==> config.mk <==
export PLATFORM = sky130hd
export DESIGN_NAME = hack_uart_tx
export DESIGN_NICKNAME = d
export VERILOG_FILES = /design/src/rtl/hack_io_pkg.sv /design/src/rtl/hack_sync_fifo.sv /design/src/rtl/hack_uart_tx.sv
export SDC_FILE = /design/constraint.sdc
export NUM_CORES = 1
export LEC_CHECK = 0
export ABC_AREA = 1
export CORE_ASPECT_RATIO = 0.6
export CORE_UTILIZATION = 58
export CTS_BUF_LIST = sky130_fd_sc_hd__clkbuf_2 sky130_fd_sc_hd__clkbuf_4 sky130_fd_sc_hd__clkbuf_8
export DETAILED_ROUTE_END_ITERATION = 10
export GPL_ROUTABILITY_DRIVEN = 0
export GPL_TIMING_DRIVEN = 1
export HOLD_SLACK_MARGIN = 0.08
export PLACE_DENSITY = 0.82
export SLEW_MARGIN = 30
export SYNTH_ARGS = -nofsm -noshare
export SYNTH_HDL_FRONTEND = slang
export SYNTH_HIERARCHICAL = 1
export SYNTH_SLANG_ARGS = --single-unit
==> constraint.sdc <==
create_clock -name i_clk_mem -period 5.6 [get_ports i_clk_mem]
set_input_delay 1.68 -clock i_clk_mem [delete_from_list [all_inputs] [get_ports i_clk_mem]]
set_output_delay 1.68 -clock i_clk_mem [all_outputs]
set_load 0.05 [all_outputs]
==> src/rtl/hack_io_pkg.sv <==
// Hack SoC I/O map shared by the data-bus peripherals, plus the UART TX
// state encoding and the STAT register bit layout.
package hack_io_pkg;

  // Data-memory map (15-bit Hack data addresses)
  localparam logic [14:0] MEM_RAM_LAST  = 15'h3FFF;
  localparam logic [14:0] MEM_SW        = 15'h6001;
  localparam logic [14:0] MEM_KEYS      = 15'h6002;
  localparam logic [14:0] MEM_LEDG      = 15'h6003;
  localparam logic [14:0] MEM_UART_DATA = 15'h6004;
  localparam logic [14:0] MEM_UART_STAT = 15'h6005;

  // UART transmitter states; TX_PARITY is only visited in the parity build
  typedef enum logic [2:0] {
    TX_IDLE,
    TX_START,
    TX_DATA,
    TX_PARITY,
    TX_STOP
  } tx_state_e;

  // STAT word bit positions
  localparam int STAT_BUSY      = 0;
  localparam int STAT_FULL      = 1;
  localparam int STAT_OVF       = 2;
  localparam int STAT_PAR       = 3;
  localparam int STAT_COUNT_LSB = 8;

  // Assemble the STAT read word from its fields
  function automatic logic [15:0] stat_word(input logic [7:0] count, input logic par,
                                            input logic ovf, input logic full,
                                            input logic busy);
    logic [15:0] w;
    w                            = '0;
    w[STAT_COUNT_LSB +: 8]       = count;
    w[STAT_PAR]                  = par;
    w[STAT_OVF]                  = ovf;
    w[STAT_FULL]                 = full;
    w[STAT_BUSY]                 = busy;
    return w;
  endfunction

endpackage

==> src/rtl/hack_sync_fifo.sv <==
// Single-clock first-word-fall-through FIFO. A push while full is accepted
// when a pop happens on the same edge; otherwise it is dropped and the
// caller is expected to flag the overflow. Pop is only legal when non-empty.
module hack_sync_fifo #(
  parameter int WIDTH = 8,
  parameter int DEPTH = 8,
  localparam int AW = $clog2(DEPTH),
  localparam int CW = AW + 1
) (
  input  logic             i_clk_mem,
  input  logic             i_reset,
  input  logic             i_push,
  input  logic [WIDTH-1:0] i_wdata,
  input  logic             i_pop,
  output logic [WIDTH-1:0] o_rdata,
  output logic             o_full,
  output logic             o_empty,
  output logic [CW-1:0]    o_count
);

  logic [WIDTH-1:0] mem [DEPTH];
  logic [AW-1:0]    wr_ptr, rd_ptr;
  logic             push_ok, pop_ok;

  assign o_full  = (o_count == CW'(DEPTH));
  assign o_empty = (o_count == '0);
  assign pop_ok  = i_pop && !o_empty;
  assign push_ok = i_push && (!o_full || pop_ok);
  assign o_rdata = mem[rd_ptr];

  // Storage array: contents need no reset, pointers define validity
  always_ff @(posedge i_clk_mem) begin
    if (push_ok) mem[wr_ptr] <= i_wdata;
  end

  // Pointers wrap naturally modulo the power-of-two depth
  always_ff @(posedge i_clk_mem or posedge i_reset) begin
    if (i_reset) begin
      wr_ptr  <= '0;
      rd_ptr  <= '0;
      o_count <= '0;
    end else begin
      if (push_ok) wr_ptr <= wr_ptr + 1'b1;
      if (pop_ok)  rd_ptr <= rd_ptr + 1'b1;
      case ({push_ok, pop_ok})
        2'b10:   o_count <= o_count + 1'b1;
        2'b01:   o_count <= o_count - 1'b1;
        default: o_count <= o_count;
      endcase
    end
  end

endmodule

==> src/rtl/hack_uart_tx.sv <==
// Memory-mapped UART transmitter on the Hack data bus.
// DATA (0x6004) write queues a byte; STAT (0x6005) reads
// {count, 0, parity_present, ovf, full, busy}, and a write to it clears ovf.
// Build option: define HACK_UART_PARITY_EN for an even-parity bit between
// the data bits and the stop bit (8E1); otherwise frames are 8N1.
module hack_uart_tx
  import hack_io_pkg::*;
#(
  parameter int CLKS_PER_BIT = 434,
  parameter int FIFO_DEPTH   = 8
) (
  input  logic        i_clk_mem,
  input  logic        i_reset,
  input  logic        i_cpu_ce,
  input  logic [14:0] i_addressM,
  input  logic [15:0] i_outM,
  input  logic        i_writeM,
  output logic        o_sel,
  output logic [15:0] o_rdata,
  output logic        o_txd,
  output logic        o_busy
);

  localparam int BW = $clog2(CLKS_PER_BIT);
  localparam int CW = $clog2(FIFO_DEPTH) + 1;
  localparam logic [BW-1:0] BAUD_LOAD = BW'(CLKS_PER_BIT - 1);
`ifdef HACK_UART_PARITY_EN
  localparam logic PAR_PRESENT = 1'b1;
`else
  localparam logic PAR_PRESENT = 1'b0;
`endif

  tx_state_e     state;
  logic [BW-1:0] baud_cnt;
  logic [2:0]    bit_idx;
  logic [7:0]    shreg;
  logic          par_bit;
  logic          ovf;

  logic          sel_data, sel_stat, commit, push, clr_ovf, pop, baud_done;
  logic [7:0]    fifo_rdata;
  logic          fifo_full, fifo_empty;
  logic [CW-1:0] fifo_count;
  logic [7:0]    count8;
  logic          unused_hi_data;

  // Bus decode: one commit per CPU cycle, no matter how long writeM is held
  assign sel_data       = (i_addressM == MEM_UART_DATA);
  assign sel_stat       = (i_addressM == MEM_UART_STAT);
  assign commit         = i_cpu_ce & i_writeM;
  assign push           = commit & sel_data;
  assign clr_ovf        = commit & sel_stat;
  assign unused_hi_data = ^i_outM[15:8];

  assign baud_done = (baud_cnt == '0);
  // The FIFO is drained from IDLE, or straight out of an expiring STOP so
  // back-to-back frames have no idle bit between them
  assign pop = !fifo_empty &&
               ((state == TX_IDLE) || ((state == TX_STOP) && baud_done));

  hack_sync_fifo #(.WIDTH(8), .DEPTH(FIFO_DEPTH)) u_fifo (
    .i_clk_mem (i_clk_mem),
    .i_reset   (i_reset),
    .i_push    (push),
    .i_wdata   (i_outM[7:0]),
    .i_pop     (pop),
    .o_rdata   (fifo_rdata),
    .o_full    (fifo_full),
    .o_empty   (fifo_empty),
    .o_count   (fifo_count)
  );

  // Zero-extend occupancy into the 8-bit STAT count field
  always_comb begin
    count8            = '0;
    count8[CW-1:0]    = fifo_count;
  end

  assign o_busy  = (state != TX_IDLE) || !fifo_empty;
  assign o_sel   = sel_data | sel_stat;
  assign o_rdata = sel_stat ? stat_word(count8, PAR_PRESENT, ovf, fifo_full, o_busy)
                            : 16'h0000;

  // Sticky overflow: a dropped push sets it, a STAT write clears it
  always_ff @(posedge i_clk_mem or posedge i_reset) begin
    if (i_reset)                             ovf <= 1'b0;
    else if (clr_ovf)                        ovf <= 1'b0;
    else if (push && fifo_full && !pop)      ovf <= 1'b1;
  end

  // TX FSM with baud down-counter; o_txd is registered
  always_ff @(posedge i_clk_mem or posedge i_reset) begin
    if (i_reset) begin
      state    <= TX_IDLE;
      o_txd    <= 1'b1;
      baud_cnt <= '0;
      bit_idx  <= '0;
      shreg    <= '0;
      par_bit  <= 1'b0;
    end else begin
      case (state)
        TX_IDLE: begin
          if (!fifo_empty) begin
            state    <= TX_START;
            o_txd    <= 1'b0;
            baud_cnt <= BAUD_LOAD;
            shreg    <= fifo_rdata;
            par_bit  <= ^fifo_rdata;
          end
        end
        TX_START: begin
          if (baud_done) begin
            state    <= TX_DATA;
            o_txd    <= shreg[0];
            shreg    <= shreg >> 1;
            bit_idx  <= '0;
            baud_cnt <= BAUD_LOAD;
          end else begin
            baud_cnt <= baud_cnt - 1'b1;
          end
        end
        TX_DATA: begin
          if (baud_done) begin
            baud_cnt <= BAUD_LOAD;
            if (bit_idx == 3'd7) begin
`ifdef HACK_UART_PARITY_EN
              state <= TX_PARITY;
              o_txd <= par_bit;
`else
              state <= TX_STOP;
              o_txd <= 1'b1;
`endif
            end else begin
              bit_idx <= bit_idx + 1'b1;
              o_txd   <= shreg[0];
              shreg   <= shreg >> 1;
            end
          end else begin
            baud_cnt <= baud_cnt - 1'b1;
          end
        end
`ifdef HACK_UART_PARITY_EN
        TX_PARITY: begin
          if (baud_done) begin
            state    <= TX_STOP;
            o_txd    <= 1'b1;
            baud_cnt <= BAUD_LOAD;
          end else begin
            baud_cnt <= baud_cnt - 1'b1;
          end
        end
`endif
        TX_STOP: begin
          if (baud_done) begin
            if (!fifo_empty) begin
              state    <= TX_START;
              o_txd    <= 1'b0;
              baud_cnt <= BAUD_LOAD;
              shreg    <= fifo_rdata;
              par_bit  <= ^fifo_rdata;
            end else begin
              state    <= TX_IDLE;
              o_txd    <= 1'b1;
              baud_cnt <= '0;
            end
          end else begin
            baud_cnt <= baud_cnt - 1'b1;
          end
        end
        default: begin
          state    <= TX_IDLE;
          o_txd    <= 1'b1;
          baud_cnt <= '0;
        end
      endcase
    end
  end

endmodule

# Word level (Yosys, flattened, before mapping)
# Memories as Yosys holds them, arrays and structs flattened.
# Index checks and enable logic that the tools add are counted.
[classes]
addsub = 6
eq_ne = 15
muxes = 35
bitwise = 4
n_reduce_logical = 25
[op_table]
columns = ["operator", "n"]
rows = [
  ["two-way mux 8 bit", 5],
  ["two-way mux 9 bit", 4],
  ["one-hot mux 8 bit (4 select lines)", 1],
  ["equality test 15 bit, second input constant", 2],
  ["one-hot mux 9 bit (3 select lines)", 1],
  ["two-way mux 3 bit", 8],
  ["two-way mux 12 bit", 1],
  ["inequality test 2 bit, second input constant", 6],
  ["one-hot mux 3 bit (4 select lines)", 1],
  ["two-way mux 1 bit", 11],
  ["AND reduction 5 bit", 2],
  ["adder 3 x 1 -> 3 bit, second input constant", 3],
  ["zero test 9 bit", 1],
  ["subtractor 9 x 1 -> 9 bit, second input constant", 1],
  ["one-hot mux 4 bit (2 select lines)", 1],
  ["AND reduction 4 bit", 2],
  ["equality test 3 bit, second input constant", 2],
  ["logical AND 1 bit", 6],
  ["one-hot mux 3 bit (2 select lines)", 1],
  ["nonzero test 2 bit", 3],
  ["adder 4 x 1 -> 4 bit, second input constant", 1],
  ["equality test 4 bit, second input constant", 1],
  ["zero test 4 bit", 1],
  ["one-hot mux 1 bit (4 select lines)", 1],
  ["other kinds (13)", 19],
]
[totals]
reg_bits = 35
ram_bits = 64
in_bits = 35
output_inout_bits = 19
elab_cells = 95
memories = 1
[mem_list]
columns = ["name", "words", "width", "read_ports", "rd_clocked_by_memory_dff", "write_ports", "line", "text"]
rows = [
  ["u_fifo.mem", 8, 8, 1, 0, 1, "hack_sync_fifo.sv:21", "logic [WIDTH-1:0] mem [DEPTH];"],
]

# Longest topological paths before layout
# Gate-level depths: netlist of the first run.
[logic_depth]
depth_word = 9
depth_mapped = 19
depth_no_buf = 18

# Hierarchy
# Netlist of the first run, hierarchy kept.
[by_module_without_submodules]
columns = ["mod", "instances", "cells_each", "area_per_inst_um2", "seq_area_each_um2"]
rows = [
  ["hack_sync_fifo", 1, 253, 3150.5, 2172.1],
  ["hack_uart_tx", 1, 258, 1765.4, 626.9],
]

# Least setup slack after synthesis of the first run
# Ideal clock, no wire load.
[synth_path]
kind = "input-to-output"
from = "input i_addressM[12]"
to = "output o_rdata[0]"
arrival_time_ps = 2870
required_time_ps = 3920
setup_slack_ps = 1050
stages = 5
path_buffers = 0
path_cell_list = "inv_1 -> nand4_1 -> nor2_1 -> nand4_1 -> nor2_1"
[synth_via]
elab_chain_cells = 2
[synth_rtl]
columns = ["element", "line", "text"]
rows = [
  ["start, declared", "hack_uart_tx.sv:15", "input logic [14:0] i_addressM,"],
  ["equality test 15 bit", "hack_uart_tx.sv:49", "assign sel_stat = (i_addressM == MEM_UART_STAT);"],
  ["two-way mux 12 bit", "hack_uart_tx.sv:81", "assign o_rdata = sel_stat ? stat_word(count8, PAR_PRESENT, ovf, fifo_full, o_busy)"],
  ["end, declared", "hack_uart_tx.sv:19", "output logic [15:0] o_rdata,"],
]
# Every way passes these cells.

# Worst setup path in the final report of the first run
[layout_path]
from = "input i_addressM[14]"
to = "output o_rdata[2]"
# Same word-level chain as after synthesis.

==> results of run 1 <==
cell usage in the layout (no fill, tap or decap), types with 2 or more instances in the layout:
master,instances
nand2_1,125
nor2_1,67
edfxtp_1,64
inv_1,43
dfrtp_1,33
o21ai_0,29
clkdlybuf4s50_1,28
nand3_1,25
o21ai_1,17
buf_4,13
conb_1,9
clkbuf_8,9
xor2_1,8
mux2i_1,8
o22ai_1,8
ha_1,7
inv_2,6
nand2_2,6
nand4_1,6
nand3_2,4
clkbuf_4,4
nor3_1,4
nand3b_4,3
nor2_2,3
a21oi_1,3
nand2_4,3
nor2_4,2
flip-flops by register name, summed over array words and instances (netlist names):
register and count:
u_fifo/wr_ptr 3, baud_cnt 9, state 3, bit_idx 3, o_txd 1, u_fifo/mem 64
u_fifo/rd_ptr 3, ovf 1, shreg 8, u_fifo/o_count 4
Yosys cell counts, drive strengths merged, types with 4 or more instances:
cell type    n  area [sq um]
nor3         4         20.02
xor2         8         70.07
inv         50         190.2
o22ai        8         50.05
mux2i        8         80.08
buf         21         141.4
o21ai       46         230.2
ha           7         87.58
nand2      135         560.5
edfxtp      64          1922
nor2        72         292.8
a21oi        4         23.77
nand4        7         50.05
nand3       30         182.7
nand3b       4         67.57
dfrtp       34         850.8
area by class of cell:
class                           instances  area (sq um)
Clock buffer                           13         153.9
Multi-Input combinational cell        348          1812
Tap cell                              108         135.1
Sequential cell                        99          2800
Clock inverter                          3         42.54
Fill cell                             599          2524
Timing Repair Buffer                   41         377.9
Inverter                               51         193.9
worst max-delay path: cells and delay by family:
kind	cells	cell delay (ps)
and+or+nand+nor	4	830
buffers and inverters	2	710
worst min path at each step:
stage / startpoint / to / slack (ps) / cells after the start
2_1_floorplan: shreg[0] / shreg[0] / 440 / 2
3_3_place_gp: shreg[7] / shreg[7] / 450 / 2
3_5_place_dp: shreg[7] / shreg[7] / 460 / 2
4_1_cts: shreg[7] / shreg[7] / 480 / 2
5_1_grt: shreg[7] / shreg[7] / 500 / 2
6_report: shreg[7] / shreg[7] / 480 / 2
stage by stage:
step	setup WS [ps]	hold WS, ps	area, sq um
6_report	706.6	478.3	5515
5_1_grt	629.5	504.0	5515
4_1_cts	722.2	481.8	5514
3_5_place_dp	745.5	459.5	5318
3_3_place_gp	833.7	454.1	5318
2_1_floorplan	1050	442.1	4946
cell families (layout without fill, tap and decap cells):
group	count (synthesis)	count (layout)
AND/OR/NAND/NOR	253	253
flip-flops	99	99
buffers and inverters	72	108
AO/OA/AOI/OAI	60	60
XOR/XNOR	9	9
multiplexers	9	9
adder cells (fa/ha/maj)	8	8
other	1	9
power by group through the flow:
stage	logic, mW	registers (mW)	clock network [mW]
3_5_place_dp	0.0474	0.795	0
3_3_place_gp	0.0459	0.795	0
4_1_cts	0.0475	0.779	0.470
2_1_floorplan	0.0258	0.795	0
5_1_grt	0.0512	0.779	0.498
6_report	0.0470	0.779	0.460
metal layers:
metal  vias to the layer above  track usage (%)
met1                      1751            35.10
met5                         -                0
li1                       1751                -
met2                       145            36.83
met4                         0            6.310
met3                         8            5.512
==> impl_metrics.env, run 1 <==
export IMPL_synth_top_family_by_area="simple AND/OR/NAND/NOR gates"
export IMPL_avgSynthCellArea_sq_um=9.620
export IMPL_synth_edff_count=64
export IMPL_place_inst=647
export IMPL_vias=3655
export IMPL_netlist_instances=511
export IMPL_synthAdderAreaFrac_pct=2.189
export IMPL_clock_sinks=99
export IMPL_met3WireLength_um=665
export IMPL_drive_above_1_share_pct=11.35
export IMPL_first_iter_violations=363
export IMPL_rows=25
export IMPL_required_ps=3920
export IMPL_first_pass_iters=5
export IMPL_die_area_sq_um=8860
export IMPL_max_clock_path_buffers=2
export IMPL_async_flop_share_pct=35.35
export IMPL_synthXorXnorAreaFrac_pct=1.603
export IMPL_wire_per_inst_um=14.71
export IMPL_nets=593
export IMPL_hpwl_mm=6.858
export IMPL_antenna_cells=0
export IMPL_routed_top_layer="met4"
export IMPL_path_cells="clkdlybuf4s50_1, nand4_1, nor2_1, nand4_1, nor2_1, buf_4"
export IMPL_die_width_um=120.9
export IMPL_grt_start_max_net_pins=35
export IMPL_critPathKind="input pin to output port"
export IMPL_grt_pass1_vias=3412
export IMPL_met2_length_mm=4.304
export IMPL_crit_path_start="i_addressM[14]"
export IMPL_leakage_nw=2.443
export IMPL_final_instance_count_excl_fill=663
export IMPL_htreeDepth=3
export IMPL_max_stage_delay_ps=480
export IMPL_crit_end="o_rdata[2]"
export IMPL_grt_overflow=0
export IMPL_r2r_cells=12
export IMPL_status="finished, final reports clean"
export IMPL_p_int_mw=1.022
export IMPL_initial_utilization_pct=61.15
export IMPL_cts_tree="yes"
export IMPL_syn_area_sq_um=4916
export IMPL_clock_root_buffer="clkbuf_8"
export IMPL_finalSetupTns_ps=0
export IMPL_tightest_slew_ps=931.7
export IMPL_worst_path_max_fanout=8
export IMPL_drtAntennaViolNets=0
export IMPL_slew_headroom_pct=37.66
export IMPL_reg2reg_slack_ps=2440
export IMPL_synth_flop_cell="edfxtp_1"
export IMPL_ctsHoldBuffers=0
export IMPL_ys_warn_count=6
export IMPL_hold_violations=0
export IMPL_synth_compound_area_share_pct=6.516
export IMPL_synth_mux_area_fraction_pct=1.858
export IMPL_r2r_end="u_fifo/mem[3][3]"
export IMPL_drv_slew=0
export IMPL_finClkSkew_ps=7.398
export IMPL_utilization_pct=68.61
export IMPL_wl_met1_mm=4.706
export IMPL_via_per_inst=5.513
export IMPL_cts_resized=0
export IMPL_cts_buffers=9
export IMPL_clock_latency_ps=370
export IMPL_core_area_sq_um=8039
export IMPL_io_pin_count=54
export IMPL_cp_arrival_ps=3210
export IMPL_power_total_mw=1.285
export IMPL_grt_pass1_wl_mm=16.17
export IMPL_p_seq_share_pct=60.6
export IMPL_fin_crit_ps=4893
export IMPL_cp_start_kind="input pin"
export IMPL_p_comb_share_pct=3.7
export IMPL_power_share_switching_pct=20.48
export IMPL_slowest_stage="clkdlybuf4s50_1"
export IMPL_drv_cap=0
export IMPL_vdd_drop_max_mv=0.1507
export IMPL_wl_mm=9.752
export IMPL_post_route_period_util_pct=87.38
export IMPL_power_frac_clock_pct=35.8
export IMPL_fmax_mhz=204.4
export IMPL_p_per_area_nw_per_um2=233.1
export IMPL_rsz0062_at_grt="no"
export IMPL_synth_simple_area_share_pct=24.00
export IMPL_power_switching_mw=0.2633
export IMPL_worst_setup_path_end_kind="output port"
export IMPL_ys_seq_area_share_pct=56.94
export IMPL_finalSetupViolCount=0
export IMPL_route_detailed_drc=0
export IMPL_r2r_start="baud_cnt[0]"
export IMPL_synth_cell_types=40
export IMPL_grt_usage_pct=24.10
export IMPL_fp_dieH_um=73.31
export IMPL_io_buffers=36
export IMPL_clk_pin_slew_ps=90
export IMPL_ys_seq_elements=99
export IMPL_area_growth_pct=12.19
export IMPL_antenna_found_initial=0
export IMPL_hold_class="flop to flop"
export IMPL_postCtsSetupRepairBufs=0
Note: power is estimated with default switching activity, not from simulation.
==> run 2: changes to the inputs <==
SLEW_MARGIN = 10   (was 30)
==> run 2 against run 1 <==
Effect of this change:
- final area about the same
- maximum frequency up 0.24%
- non-clock buffer count unchanged
- clock power rose by 1%
- flip-flop and latch count did not move
- count of clock-buffer cells in the layout unchanged
- clock skew is 3.3 ps higher
- utilization is essentially flat
- critical path depth did not move
- hold slack better by 1.8 ps
- die area did not move
- combinational power about the same
- critical path type unchanged
- critical endpoint unchanged
- largest cell class unchanged
- largest power group unchanged
- highest routed layer unchanged
==> impl_metrics.env, run 2 (synthesized netlist as in run 1, its figures left out) <==
export IMPL_status="finished, final reports clean"
export IMPL_clock_sinks=99
export IMPL_cp_arrival_ps=3200
export IMPL_grt_usage_pct=24.51
export IMPL_clock_latency_ps=380
export IMPL_area_growth_pct=12.17
export IMPL_hold_class="flop to flop"
export IMPL_drtAntennaViolNets=0
export IMPL_crit_path_start="i_addressM[13]"
export IMPL_hp_start="shreg[1]"
export IMPL_critPathKind="input pin to output port"
export IMPL_hpwl_mm=6.874
export IMPL_fin_crit_ps=4882
export IMPL_r2r_end="u_fifo/mem[2][0]"
export IMPL_largest_reg_flops=64
export IMPL_slew_headroom_pct=34.26
export IMPL_r2r_start="baud_cnt[0]"
export IMPL_postCtsSetupRepairBufs=0
export IMPL_die_width_um=120.9
export IMPL_grt_pass1_wl_mm=16.37
export IMPL_cp_start_kind="input pin"
export IMPL_via_per_inst=5.397
export IMPL_die_area_sq_um=8860
export IMPL_wire_per_inst_um=14.70
export IMPL_clock_root_buffer="clkbuf_8"
export IMPL_top_regs="u_fifo/mem (64), baud_cnt (9), shreg (8)"
export IMPL_initial_utilization_pct=61.15
export IMPL_first_iter_violations=316
export IMPL_first_pass_iters=5
export IMPL_htreeDepth=3
export IMPL_required_ps=3920
export IMPL_grt_pass1_vias=3440
export IMPL_rows=25
export IMPL_final_common_cell="nand2_1"
export IMPL_slowest_stage="clkdlybuf4s50_1"
export IMPL_core_area_sq_um=8039
export IMPL_reg2reg_slack_ps=2440
export IMPL_final_instance_count_excl_fill=663
export IMPL_placed_cell_area_sq_um=5318
export IMPL_leakage_nw=2.446
export IMPL_vdd_drop_max_mv=0.1456
export IMPL_max_stage_delay_ps=480
export IMPL_antenna_found_initial=0
export IMPL_drv_slew=0
export IMPL_nets=593
export IMPL_p_per_area_nw_per_um2=234.2
export IMPL_fillCellCount=606
export IMPL_fmax_mhz=204.9
export IMPL_wl_mm=9.748
export IMPL_vias=3578
export IMPL_final_area_sq_um=5514
export IMPL_place_inst=647
export IMPL_fp_dieH_um=73.31
export IMPL_worst_path_max_fanout=8
export IMPL_antenna_cells=0
export IMPL_worst_setup_path_end_kind="output port"
export IMPL_hold_violations=0
export IMPL_post_route_period_util_pct=87.17
export IMPL_max_clock_path_buffers=2
export IMPL_drv_cap=0
export IMPL_crit_end="o_rdata[2]"
export IMPL_r2r_cells=12
export IMPL_utilization_pct=68.59
export IMPL_cts_resized=0
export IMPL_dp_worst_setup_slack_ps=731.9
export IMPL_path_cells="clkdlybuf4s50_1, nand4_1, nor2_1, nand4_1, nor2_1, buf_4"
export IMPL_route_detailed_drc=0
export IMPL_regMostFlops="u_fifo/mem"
export IMPL_io_pin_count=54
export IMPL_finClkSkew_ps=10.73
export IMPL_finalSetupTns_ps=0
export IMPL_finalSetupViolCount=0
export IMPL_drive_above_1_share_pct=10.99
export IMPL_cts_buffers=9
export IMPL_clk_pin_slew_ps=90
export IMPL_rsz0062_at_grt="no"
export IMPL_most_common_layout_cells="nand2_1 (125), nor2_1 (67), edfxtp_1 (64), inv_1 (44), dfrtp_1 (34)"
export IMPL_io_buffers=36
export IMPL_grt_start_max_net_pins=35
export IMPL_setup_ws_ps=718.5
export IMPL_grt_overflow=0
export IMPL_tightest_slew_ps=985.0
export IMPL_cts_tree="yes"
export IMPL_ctsHoldBuffers=0
[run 2: cell type report]
type / instances / area [sq um] / area share, %
clock buffers: 13 / 153.9 / 2.791
clock inverters: 3 / 42.54 / 0.7715
inverters: 51 / 193.9 / 3.517
multi-input cells: 348 / 1812 / 32.86
flip-flops and latches: 99 / 2799 / 50.76
well taps: 108 / 135.1 / 2.451
repair buffers: 41 / 377.9 / 6.853
[run 2: worst max-delay path: cells and delay by family]
| kind | cells | cell delay (ps) |
|---|---|---|
| buf+inv | 2 | 710 |
| simple gates | 4 | 810 |
[run 2: routing by layer]
layer / share of wire, % / GRT usage (%) / wire length (um) / vias up
met5: 0 / 0 / 0 / -
met4: 0.82 / 4.390 / 80 / 0
met3: 7.3 / 6.677 / 716 / 10
met2: 44 / 38.48 / 4281 / 138
met1: 48 / 34.89 / 4669 / 1680
li1: - / - / - / 1750
[run 2: how the worst min path moves through the flow]
stage	cells after the start	to	slack (ps)
global route	2	shreg[7]	500
CTS	2	shreg[1]	480
finish	2	shreg[1]	480
detailed placement	2	shreg[7]	460
floorplan	2	shreg[0]	440
global placement	2	shreg[7]	450
[run 2: per-stage QoR]
step	hold WS (ps)	total power, mW
3_3_place_gp	454.1	0.8406
6_report	480.1	1.292
3_5_place_dp	459.5	0.8421
4_1_cts	479.8	1.298
5_1_grt	503.9	1.330
2_1_floorplan	442.1	0.8207
[run 2: power breakdown]
| group | internal, mW | switching [mW] | total [mW] |
|---|---|---|---|
| clock | 0.226 | 0.240 | 0.466 |
| sequential | 0.779 | 0.000201 | 0.779 |
| combinational | 0.0174 | 0.0296 | 0.0470 |
